File: config.mk
export PLATFORM = sky130hd
export DESIGN_NAME = fpnew_lane_packer_flat
export DESIGN_NICKNAME = d
export VERILOG_FILES = /design/src/rtl/fpnew_lane_packer.sv /design/src/rtl/fpnew_lane_packer_if.sv /design/src/flat_wrapper.sv
export SDC_FILE = /design/constraint.sdc
export NUM_CORES = 1
export LEC_CHECK = 0
export BUFFER_PORTS_ARGS = -buffer_cell sky130_fd_sc_hd__clkbuf_2
export CELL_PAD_IN_SITES_DETAIL_PLACEMENT = 1
export CELL_PAD_IN_SITES_GLOBAL_PLACEMENT = 1
export CORE_MARGIN = 10
export CORE_UTILIZATION = 35
export DETAILED_ROUTE_END_ITERATION = 12
export GPL_TIMING_DRIVEN = 0
export MAX_ROUTING_LAYER = met4
export PLACE_DENSITY_LB_ADDON = 0.1
export SLEW_MARGIN = 20
export SYNTH_ARGS = -nofsm -noshare
export SYNTH_HDL_FRONTEND = slang
export SYNTH_SLANG_ARGS = --single-unit
File: constraint.sdc
create_clock -name clk_i -period 2.12 [get_ports clk_i]
set_input_delay 0.424 -clock clk_i [delete_from_list [all_inputs] [get_ports clk_i]]
set_output_delay 0.424 -clock clk_i [all_outputs]
set_load 0.01 [all_outputs]
File: src/rtl/fpnew_lane_packer.sv
// Output-side lane assembler: rebuilds a packed Width-bit result from serial
// per-lane beats (lane 0 first) and ORs their status flags.

package fpnew_pkg;

  typedef enum logic [2:0] {
    FP32    = 3'd0,
    FP64    = 3'd1,
    FP16    = 3'd2,
    FP8     = 3'd3,
    FP16ALT = 3'd4
  } fp_format_e;

  typedef struct packed {
    logic NV;
    logic DZ;
    logic OF;
    logic UF;
    logic NX;
  } status_t;

  function automatic int unsigned fp_width(fp_format_e fmt);
    case (fmt)
      FP32:    return 32;
      FP64:    return 64;
      FP16:    return 16;
      FP8:     return 8;
      FP16ALT: return 16;
      default: return 32;
    endcase
  endfunction

endpackage

// state   | meaning
// IDLE    | nothing held, waiting for a lane-0 beat
// COLLECT | lane 0 taken, gathering lanes 1..NUM_LANES-1
// OUTPUT  | packed result presented, waiting for out_ready_i
module fpnew_lane_packer #(
  parameter fpnew_pkg::fp_format_e FpFormat        = fpnew_pkg::FP32,
  parameter int unsigned           Width           = 64,
  parameter logic                  EnableNanBoxing = 1'b1,
  parameter type                   TagType         = logic
) (
  input  logic                 clk_i,
  input  logic                 rst_i,
  fpnew_lane_packer_if.slave   io
);

  localparam int unsigned FP_WIDTH  = fpnew_pkg::fp_width(FpFormat);
  localparam int unsigned NUM_LANES = Width / FP_WIDTH;
  localparam int unsigned LANE_BITS = (NUM_LANES > 1) ? $clog2(NUM_LANES) : 1;
  localparam int unsigned PACKED    = NUM_LANES * FP_WIDTH;
  // Ones over the lane area, zeros over the pad bits above the last lane.
  localparam logic [Width-1:0] LANE_MASK = {Width{1'b1}} >> (Width - PACKED);
  localparam logic [LANE_BITS-1:0] LAST_LANE = LANE_BITS'(NUM_LANES - 1);

  typedef enum logic [1:0] {
    IDLE    = 2'd0,
    COLLECT = 2'd1,
    OUTPUT  = 2'd2
  } state_e;

  state_e               state_q, state_d;
  logic [LANE_BITS-1:0] cnt_q, cnt_d;
  logic [Width-1:0]     result_q, result_d;
  logic [4:0]           status_q, status_d;
  logic                 ext_q, ext_d;
  TagType               tag_q, tag_d;

  logic beat;
  logic take_first;
  logic first_fill;
  logic pad_fill;

  // Ready is held low during reset so no beat can sneak in as reset releases.
  assign io.lane_ready_o = ~rst_i & ((state_q != OUTPUT) | io.out_ready_i);
  assign beat            = io.lane_valid_i & io.lane_ready_o;

  assign first_fill = EnableNanBoxing & io.lane_ext_bit_i;
  assign pad_fill   = EnableNanBoxing & ext_q;

  always_comb begin
    state_d    = state_q;
    cnt_d      = cnt_q;
    result_d   = result_q;
    status_d   = status_q;
    ext_d      = ext_q;
    tag_d      = tag_q;
    take_first = 1'b0;

    if (io.flush_i) begin
      state_d = IDLE;
      cnt_d   = '0;
    end else begin
      unique case (state_q)
        IDLE: take_first = beat;

        COLLECT: begin
          if (beat) begin
            for (int unsigned i = 0; i < NUM_LANES; i++) begin
              if (cnt_q == LANE_BITS'(i)) begin
                result_d[i*FP_WIDTH +: FP_WIDTH] = io.lane_result_i;
              end
            end
            status_d = status_q | io.lane_status_i;
            if (cnt_q == LAST_LANE) begin
              result_d = (result_d & LANE_MASK) | ({Width{pad_fill}} & ~LANE_MASK);
              cnt_d    = '0;
              state_d  = OUTPUT;
            end else begin
              cnt_d = cnt_q + LANE_BITS'(1);
            end
          end
        end

        OUTPUT: begin
          if (io.out_ready_i) begin
            state_d    = IDLE;
            take_first = beat;
          end
        end

        default: state_d = IDLE;
      endcase

      if (take_first) begin
        tag_d    = io.lane_tag_i;
        ext_d    = io.lane_ext_bit_i;
        status_d = io.lane_status_i;
        if (!io.lane_vectorial_i || (NUM_LANES == 1)) begin
          result_d                 = {Width{first_fill}};
          result_d[FP_WIDTH-1:0]   = io.lane_result_i;
          cnt_d                    = '0;
          state_d                  = OUTPUT;
        end else begin
          result_d[FP_WIDTH-1:0]   = io.lane_result_i;
          cnt_d                    = LANE_BITS'(1);
          state_d                  = COLLECT;
        end
      end
    end
  end

  always_ff @(posedge clk_i or posedge rst_i) begin
    if (rst_i) begin
      state_q  <= IDLE;
      cnt_q    <= '0;
      result_q <= '0;
      status_q <= '0;
      ext_q    <= 1'b0;
      tag_q    <= '0;
    end else begin
      state_q  <= state_d;
      cnt_q    <= cnt_d;
      result_q <= result_d;
      status_q <= status_d;
      ext_q    <= ext_d;
      tag_q    <= tag_d;
    end
  end

  assign io.result_o        = result_q;
  assign io.status_o        = status_q;
  assign io.extension_bit_o = ext_q;
  assign io.tag_o           = tag_q;
  assign io.out_valid_o     = (state_q == OUTPUT);
  assign io.busy_o          = (state_q != IDLE);

endmodule
File: src/rtl/fpnew_lane_packer_if.sv
// Handshake bundle between a serialised lane unit and the lane packer.
// slave: the packer side; master: the lane unit / downstream side.
interface fpnew_lane_packer_if #(
  parameter int unsigned FP_WIDTH = 32,
  parameter int unsigned WIDTH    = 64,
  parameter type         TagType  = logic
);

  logic [FP_WIDTH-1:0] lane_result_i;
  logic [4:0]          lane_status_i;
  logic                lane_ext_bit_i;
  TagType              lane_tag_i;
  logic                lane_vectorial_i;
  logic                lane_valid_i;
  logic                lane_ready_o;
  logic                flush_i;
  logic [WIDTH-1:0]    result_o;
  logic [4:0]          status_o;
  logic                extension_bit_o;
  TagType              tag_o;
  logic                out_valid_o;
  logic                out_ready_i;
  logic                busy_o;

  modport slave (
    input  lane_result_i, lane_status_i, lane_ext_bit_i, lane_tag_i,
    input  lane_vectorial_i, lane_valid_i, flush_i, out_ready_i,
    output lane_ready_o, result_o, status_o, extension_bit_o, tag_o,
    output out_valid_o, busy_o
  );

  modport master (
    output lane_result_i, lane_status_i, lane_ext_bit_i, lane_tag_i,
    output lane_vectorial_i, lane_valid_i, flush_i, out_ready_i,
    input  lane_ready_o, result_o, status_o, extension_bit_o, tag_o,
    input  out_valid_o, busy_o
  );

endinterface

File: src/flat_wrapper.sv
// flat-port wrapper written by rule: the top's interface ports become plain ports
module fpnew_lane_packer_flat 
#(
  parameter fpnew_pkg::fp_format_e FpFormat        = fpnew_pkg::FP32,
  parameter int unsigned           Width           = 64,
  parameter logic                  EnableNanBoxing = 1'b1,
  parameter type                   TagType         = logic
)
  (clk_i, rst_i, io_lane_result_i, io_lane_status_i, io_lane_ext_bit_i, io_lane_tag_i, io_lane_vectorial_i, io_lane_valid_i, io_flush_i, io_out_ready_i, io_lane_ready_o, io_result_o, io_status_o, io_extension_bit_o, io_tag_o, io_out_valid_o, io_busy_o);
  fpnew_lane_packer_if #(.TagType(TagType)) io_i ();
  input  logic clk_i;
  input  logic rst_i;
  input wire logic [$bits(io_i.lane_result_i)-1:0] io_lane_result_i;
  input wire logic [$bits(io_i.lane_status_i)-1:0] io_lane_status_i;
  input wire logic [$bits(io_i.lane_ext_bit_i)-1:0] io_lane_ext_bit_i;
  input wire logic [$bits(io_i.lane_tag_i)-1:0] io_lane_tag_i;
  input wire logic [$bits(io_i.lane_vectorial_i)-1:0] io_lane_vectorial_i;
  input wire logic [$bits(io_i.lane_valid_i)-1:0] io_lane_valid_i;
  input wire logic [$bits(io_i.flush_i)-1:0] io_flush_i;
  input wire logic [$bits(io_i.out_ready_i)-1:0] io_out_ready_i;
  output wire logic [$bits(io_i.lane_ready_o)-1:0] io_lane_ready_o;
  output wire logic [$bits(io_i.result_o)-1:0] io_result_o;
  output wire logic [$bits(io_i.status_o)-1:0] io_status_o;
  output wire logic [$bits(io_i.extension_bit_o)-1:0] io_extension_bit_o;
  output wire logic [$bits(io_i.tag_o)-1:0] io_tag_o;
  output wire logic [$bits(io_i.out_valid_o)-1:0] io_out_valid_o;
  output wire logic [$bits(io_i.busy_o)-1:0] io_busy_o;
  assign io_i.lane_result_i = io_lane_result_i;
  assign io_i.lane_status_i = io_lane_status_i;
  assign io_i.lane_ext_bit_i = io_lane_ext_bit_i;
  assign io_i.lane_tag_i = io_lane_tag_i;
  assign io_i.lane_vectorial_i = io_lane_vectorial_i;
  assign io_i.lane_valid_i = io_lane_valid_i;
  assign io_i.flush_i = io_flush_i;
  assign io_i.out_ready_i = io_out_ready_i;
  assign io_lane_ready_o = io_i.lane_ready_o;
  assign io_result_o = io_i.result_o;
  assign io_status_o = io_i.status_o;
  assign io_extension_bit_o = io_i.extension_bit_o;
  assign io_tag_o = io_i.tag_o;
  assign io_out_valid_o = io_i.out_valid_o;
  assign io_busy_o = io_i.busy_o;
  fpnew_lane_packer #(.FpFormat(FpFormat), .Width(Width), .EnableNanBoxing(EnableNanBoxing), .TagType(TagType)) u_core (.clk_i(clk_i), .rst_i(rst_i), .io(io_i));
endmodule
==> results of run 1 <==
[flip-flops by register name, summed over array words and instances (netlist names)]
name	flops
u_core.io.extension_bit_o	1
u_core.state_q	2
u_core.cnt_q	1
u_core.io.status_o	5
u_core.io.tag_o	1
u_core.io.result_o	64
[repair_timing]
item / CTS / global route
resized for setup: 4 / 1
buffers inserted: 0 / 2
setup endpoints to repair: 2 / 1
[worst paths after layout]
kind                                             start                endpoint  slack (ns)  cells after the start
worst max-delay path                 u_core.state_q[1]               io_busy_o        0.12                      4
worst min-delay path                             rst_i  u_core.io.result_o[18]        0.15                      2
worst max register to register       u_core.state_q[0]  u_core.io.result_o[32]        0.27                      5
worst min register to register  u_core.io.result_o[19]  u_core.io.result_o[19]        0.49                      1
max in group asynchronous                        rst_i       u_core.state_q[1]        1.46                      3
min in group clk_i                 io_lane_status_i[4]   u_core.io.status_o[4]        0.28                      2
[metal layers]
layer	share of wire, %	track usage (%)
met5	0	-
met4	0.99	4.322
met3	4.9	4.209
met2	48	25.37
met1	46	20.26
[synthesized netlist by cell type, types with 2 or more instances]
library cell   n
dfrtp_1       74
inv_1         67
a211oi_1      32
nand3_1       32
o311ai_0      30
clkbuf_1      21
mux2_1        20
mux2_2        14
buf_2          6
a22o_1         5
buf_4          5
nor2b_1        4
nand2b_1       3
a21oi_1        2
and3b_1        2
nand2_1        2
nor2_1         2
o311ai_1       2
[layout make-up]
class	count	share of cell area [%]
clock buffer	11	3.245
multi-input combinational	166	29.28
timing repair buffer	122	13.84
sequential	74	39.72
clock inverter	4	1.582
tap	136	3.647
inverter	67	5.471
buffer	32	3.218
[power by group through the flow]
| stage | sequential, uW | clock, uW | combinational (uW) |
|---|---|---|---|
| after floorplan | 1930 | 0 | 357 |
| after global placement | 1840 | 0 | 905 |
| after detailed placement | 1840 | 0 | 928 |
| after CTS | 1820 | 1300 | 937 |
| after global routing | 1840 | 1360 | 1030 |
| final | 1810 | 1280 | 910 |
[worst max-delay path, stage by stage, from the launching register on]
cell and delay, ns:
dfrtp_2 0.41, buf_4 0.18, buf_2 0.19, or2_2 0.31
clkbuf_2 0.13
[kinds of logic after synthesis]
| logic type | Yosys count | share of synthesized area (%) |
|---|---|---|
| AOI/OAI and AO/OA | 79 | 18.33 |
| DFF | 74 | 51.28 |
| buffers and inverters | 99 | 11.02 |
| muxes | 34 | 10.60 |
| and+or+nand+nor | 53 | 8.767 |
[stage by stage]
step                      cell area, um2  utilization [%]
after detailed placement            4415            43.35
final                               4666            45.81
after floorplan                     3615                -
after global routing                4666            45.81
after global placement              4375            42.96
after CTS                           4651            45.66
[layout by cell type (no fill, tap or decap), types with 3 or more instances in the layout]
| master | Yosys | routed |
|---|---|---|
| nand2b_1 | 3 | 3 |
| mux2_1 | 20 | 20 |
| nor2b_1 | 4 | 4 |
| o311ai_0 | 30 | 30 |
| buf_2 | 6 | 6 |
| buf_4 | 5 | 8 |
| clkbuf_8 | 0 | 11 |
| mux2_2 | 14 | 14 |
| inv_1 | 67 | 66 |
| a22o_1 | 5 | 5 |
| a211oi_1 | 32 | 32 |
| nand3_1 | 32 | 32 |
| clkbuf_2 | 0 | 118 |
| dfrtp_1 | 74 | 73 |
| clkbuf_1 | 21 | 20 |
==> results.tsv, run 1 <==
stage	metric	value	unit
pwr	combPwrFrac	22.8	%
sta	grt_setup_unrepaired	false	
job	drv_cap	0	
critical_path	cp.arrival	1.57	ns
place	hpwl	8.471	mm
min_path	hp-class	input port to async pin	
sta	hold_viol	0	
sta	fin_crit_sh	94.28	%
cts	cts-root-buf	clkbuf_8	
cts	numCtsBuffers	9	
logic_synthesis	ys_types	34	
place	gp_congestion	0.7852	
floorplanning	dieArea	14780	um2
cells_and_area	multi_input_area	1366	um2
sta	relSlewSlack	63.57	%
drt	post_drt_wl_per_cell	18.46	um
global_route	gr-total-overflow	0	
sta	fin_crit	1.999	ns
cells_and_area	layoutNonFillerInstCount	612	
global_route	grt_pass1_vias	3387	
critical_path	path_max_fanout	10	
sta	max_freq	500.3	MHz
logic_synthesis	yosysWarningCount	0	
drt	num_vias	3061	
cts	cts_tree	done	
pwr	p_clk_share	31.9	%
pwr	ir_drop	0.0003688	V
place	placed_cells	595	
floorplanning	fp.dieW	121.6	um
logic_synthesis	synth_top_area_cell	dfrtp_1	
sta	skew	0.01293	ns
logic_synthesis	synthCells	339	
floorplanning	ios	119	
logic_synthesis	ys_async_sr_fraction	100.0	%
sta	hold_slack	0.1506	ns
drt	antenna_left	0	
logic_synthesis	yosysTopAreaCellShare	51.28	%
pwr	p_leak	0.002363	uW
cts	clock_path_buffers	2	
critical_path	path_class	flop to output pin	
drt	vias_per_cell	5.002	
logic_synthesis	mappedNetlistNets	384	
pwr	switching_share	30.20	%
cells_and_area	diodes	0	
sta	setup_ws	0.1213	ns
critical_path	start_kind	flop	
cells_and_area	drive_gt1_share	36.13	%
floorplanning	die_y	121.6	um
drt	drc	0	
logic_synthesis	syn_area_per_cell	10.65	um2
pwr	p_total	3997	uW
logic_synthesis	seq_area_frac_synth	51.28	%
pwr	seq_power_share	45.3	%
logic_synthesis	syn_area	3611	um2
drt	drtIter0Drc	132	
critical_path	end_kind	output pin	
logic_synthesis	ys.flop_type	dfrtp_1	
outcome	status	finished clean	
cts	cts_hold_buf	0	
cts	h-tree-depth	3	
global_route	grt_pass1_wl	18.59	mm
cts	cts.clk_slew.worst_paths	0.08	ns
global_route	track_usage	16.17	%
place	portBuffers	118	
cells_and_area	areaGrowthSynthToFinish	29.21	%
drt	wirelength	11.30	mm
sta	fin_setup_tns	0	ns
drt	first_pass_iters	4	
pwr	p_int	2790	uW
place	pre_cts_ws	0.01445	ns
sta	tightest_slew	0.5465	ns
sta	setup_violations	0	
sta	slew_violations	0	
global_route	grt_max_degree	31	
cts	clk_latency	0.36	ns
cells_and_area	seqCellArea	1853	um2
cells_and_area	fillers	1178	
logic_synthesis	synth_edf_count	0	
pwr	switchingPower	1207	uW
floorplanning	rows	37	
cells_and_area	final_nets	517	
critical_path	critPathRequiredTime	1.70	ns
floorplanning	start_util	35.45	%
logic_synthesis	ys_ff_latch	74	
pwr	power-per-cell-area	856.7	nW/um2
floorplanning	core	10180	um2
cts	clock_sinks	74	
logic_synthesis	synth.area.top_cells	dfrtp_1 (51%), o311ai_0 (7.3%), inv_1 (7.0%), a211oi_1 (6.7%), mux2_1 (6.2%)	
global_route	antenna_found_initial	0	
Note: power is estimated with default switching activity, not from simulation.
==> run 2, diff against run 1 <==
Settings changed: CORE_UTILIZATION 35 to 38, SKIP_LAST_GASP from default to 1, SLEW_MARGIN 20 to 40.
Clock period 2.12 ns to 1.87 ns, I/O delays scaled along.
==> run 2 against run 1 <==
Net effect: via count up 3.3%; combinational power up 18%; core utilization up 6.0 points; clock power up 17%; worst setup slack worse by 0.080 ns; flip-flop and latch count unchanged; largest power group unchanged; highest routed layer unchanged.
==> results.tsv, run 2 (synthesis results as in run 1) <==
stage	metric	value	unit
cells_and_area	final_util	51.78	%
cts	cts.clk_slew.worst_paths	0.08	ns
pwr	p_leak	0.002442	uW
cells_and_area	diodes	0	
drt	wirelength	11.59	mm
sta	hold_viol	0	
cts	h-tree-depth	3	
pwr	p_int	3254	uW
drt	drc	0	
floorplanning	ios	119	
cts	numCtsBuffers	9	
pwr	seq_power_share	44.4	%
global_route	grt_max_degree	22	
pwr	p_total	4621	uW
cells_and_area	largest_reg_flops	64	
critical_path	path_max_fanout	10	
floorplanning	dieArea	13800	um2
sta	skew	0.005546	ns
sta	fin_setup_tns	0	ns
global_route	gr-total-overflow	0	
sta	fin_crit	1.829	ns
drt	antenna_left	0	
global_route	track_usage	17.35	%
drt	first_pass_iters	4	
critical_path	critPathRequiredTime	1.50	ns
drt	drtIter0Drc	102	
floorplanning	rows	35	
cts	cts-root-buf	clkbuf_8	
global_route	grt_pass1_wl	19.30	mm
cts	clock_path_buffers	2	
cells_and_area	final_common_cell	clkbuf_2	
place	gp_congestion	0.7679	
cells_and_area	areaGrowthSynthToFinish	32.50	%
floorplanning	core	9240	um2
place	hpwl	8.633	mm
cells_and_area	stdcell_area	4785	um2
critical_path	end_kind	output pin	
sta	max_freq	546.8	MHz
pwr	combPwrFrac	23.2	%
pwr	power-per-cell-area	965.7	nW/um2
cts	clk_latency	0.34	ns
place	postPlaceCellArea	4464	um2
sta	tightest_slew	0.5186	ns
pwr	p_clk_share	32.4	%
drt	vias_per_cell	5.173	
floorplanning	fp.dieW	117.5	um
global_route	antenna_found_initial	0	
sta	fin_crit_sh	97.80	%
floorplanning	start_util	39.08	%
critical_path	cp.arrival	1.45	ns
cells_and_area	drive_gt1_share	38.59	%
sta	slew_violations	0	
cells_and_area	layout_common_cells	clkbuf_2 (125), dfrtp_1 (73), inv_1 (66)	
cts	cts_tree	done	
sta	setup_violations	0	
place	portBuffers	118	
outcome	status	finished clean	
min_path	hp-class	input port to async pin	
cts	clock_sinks	74	
pwr	switching_share	29.58	%
job	drv_cap	0	
cts	cts_hold_buf	0	
drt	post_drt_wl_per_cell	18.97	um
pwr	ir_drop	0.0004849	V
pwr	switchingPower	1367	uW
sta	relSlewSlack	65.42	%
cells_and_area	final_nets	522	
floorplanning	die_y	117.5	um
global_route	grt_pass1_vias	3575	
drt	num_vias	3161	
critical_path	start_kind	flop	
critical_path	path_class	flop to output pin	
==> run 2: changes by cell type in the layout (fill, tap and decap cells not counted), moves of 2 or more <==
cell / change
buf_4: +2
clkbuf_1: -8
clkbuf_2: +7
buf_16: +3
buf_12: -2
buf_8: +3
clkbuf_8: -2
==> run 2: critical path: stages, from the launching register on <==
cell	delay, ns
dfrtp_2	0.43
buf_8	0.13
buf_8	0.13
or2_2	0.30
buf_6	0.12
==> run 2: repair_timing <==
item	CTS	global route
gates resized for setup	10	23
endpoints found under the setup margin	5	33
pin swaps	0	1
buffers inserted	4	1
==> run 2: worst paths after layout <==
path                                         from                     end  slack [ns]  depth (start not counted)
hold / removal                              rst_i  u_core.io.result_o[49]        0.08                          2
setup / recovery                u_core.state_q[1]               io_busy_o        0.04                          4
max in group asynchronous                   rst_i   u_core.io.result_o[2]        1.20                          4
hold reg to reg            u_core.io.result_o[20]  u_core.io.result_o[20]        0.49                          1
min in group clk_i            io_lane_status_i[2]   u_core.io.status_o[2]        0.25                          2
setup reg to reg                u_core.state_q[0]  u_core.io.result_o[52]        0.11                          4
==> run 2: final cells by class <==
type | instances | area, um2
Fill cell | 1077 | 4456
Sequential cell | 74 | 1853
Multi-Input combinational cell | 166 | 1366
Timing Repair Buffer | 127 | 732.0
Inverter | 67 | 255.2
Buffer | 32 | 182.7
Tap cell | 129 | 161.4
Clock buffer | 11 | 131.4
Clock inverter | 5 | 102.6
==> run 2: power groups by stage <==
stage               Combinational (uW)  Sequential [uW]  Clock [uW]
finish                            1070             2050        1500
global placement                  1030             2080           0
CTS                               1100             2060        1540
floorplan                          405             2190           0
global route                      1200             2090        1610
detailed placement                1070             2090           0
==> run 2: per-stage QoR <==
| step | setup WS (ns) | std cells | hold slack [ns] |
|---|---|---|---|
| final | 0.04119 | 611 | 0.07837 |
| after global routing | -0.008715 | 611 | 0.09097 |
| after CTS | -0.009662 | 610 | 0.07553 |
| after detailed placement | -0.1830 | 590 | 0.4450 |
| after global placement | -0.1610 | 586 | 0.4676 |
| after floorplan | 0.3097 | 339 | 0.4371 |
==> run 2: layer usage <==
layer  wire, um  track usage [%]  vias up
met5          0                -        -
met3        330            2.974       15
met1       5524            21.77     1583
met4        153            4.946        0
met2       5582            28.11       84
li1           -                -     1479
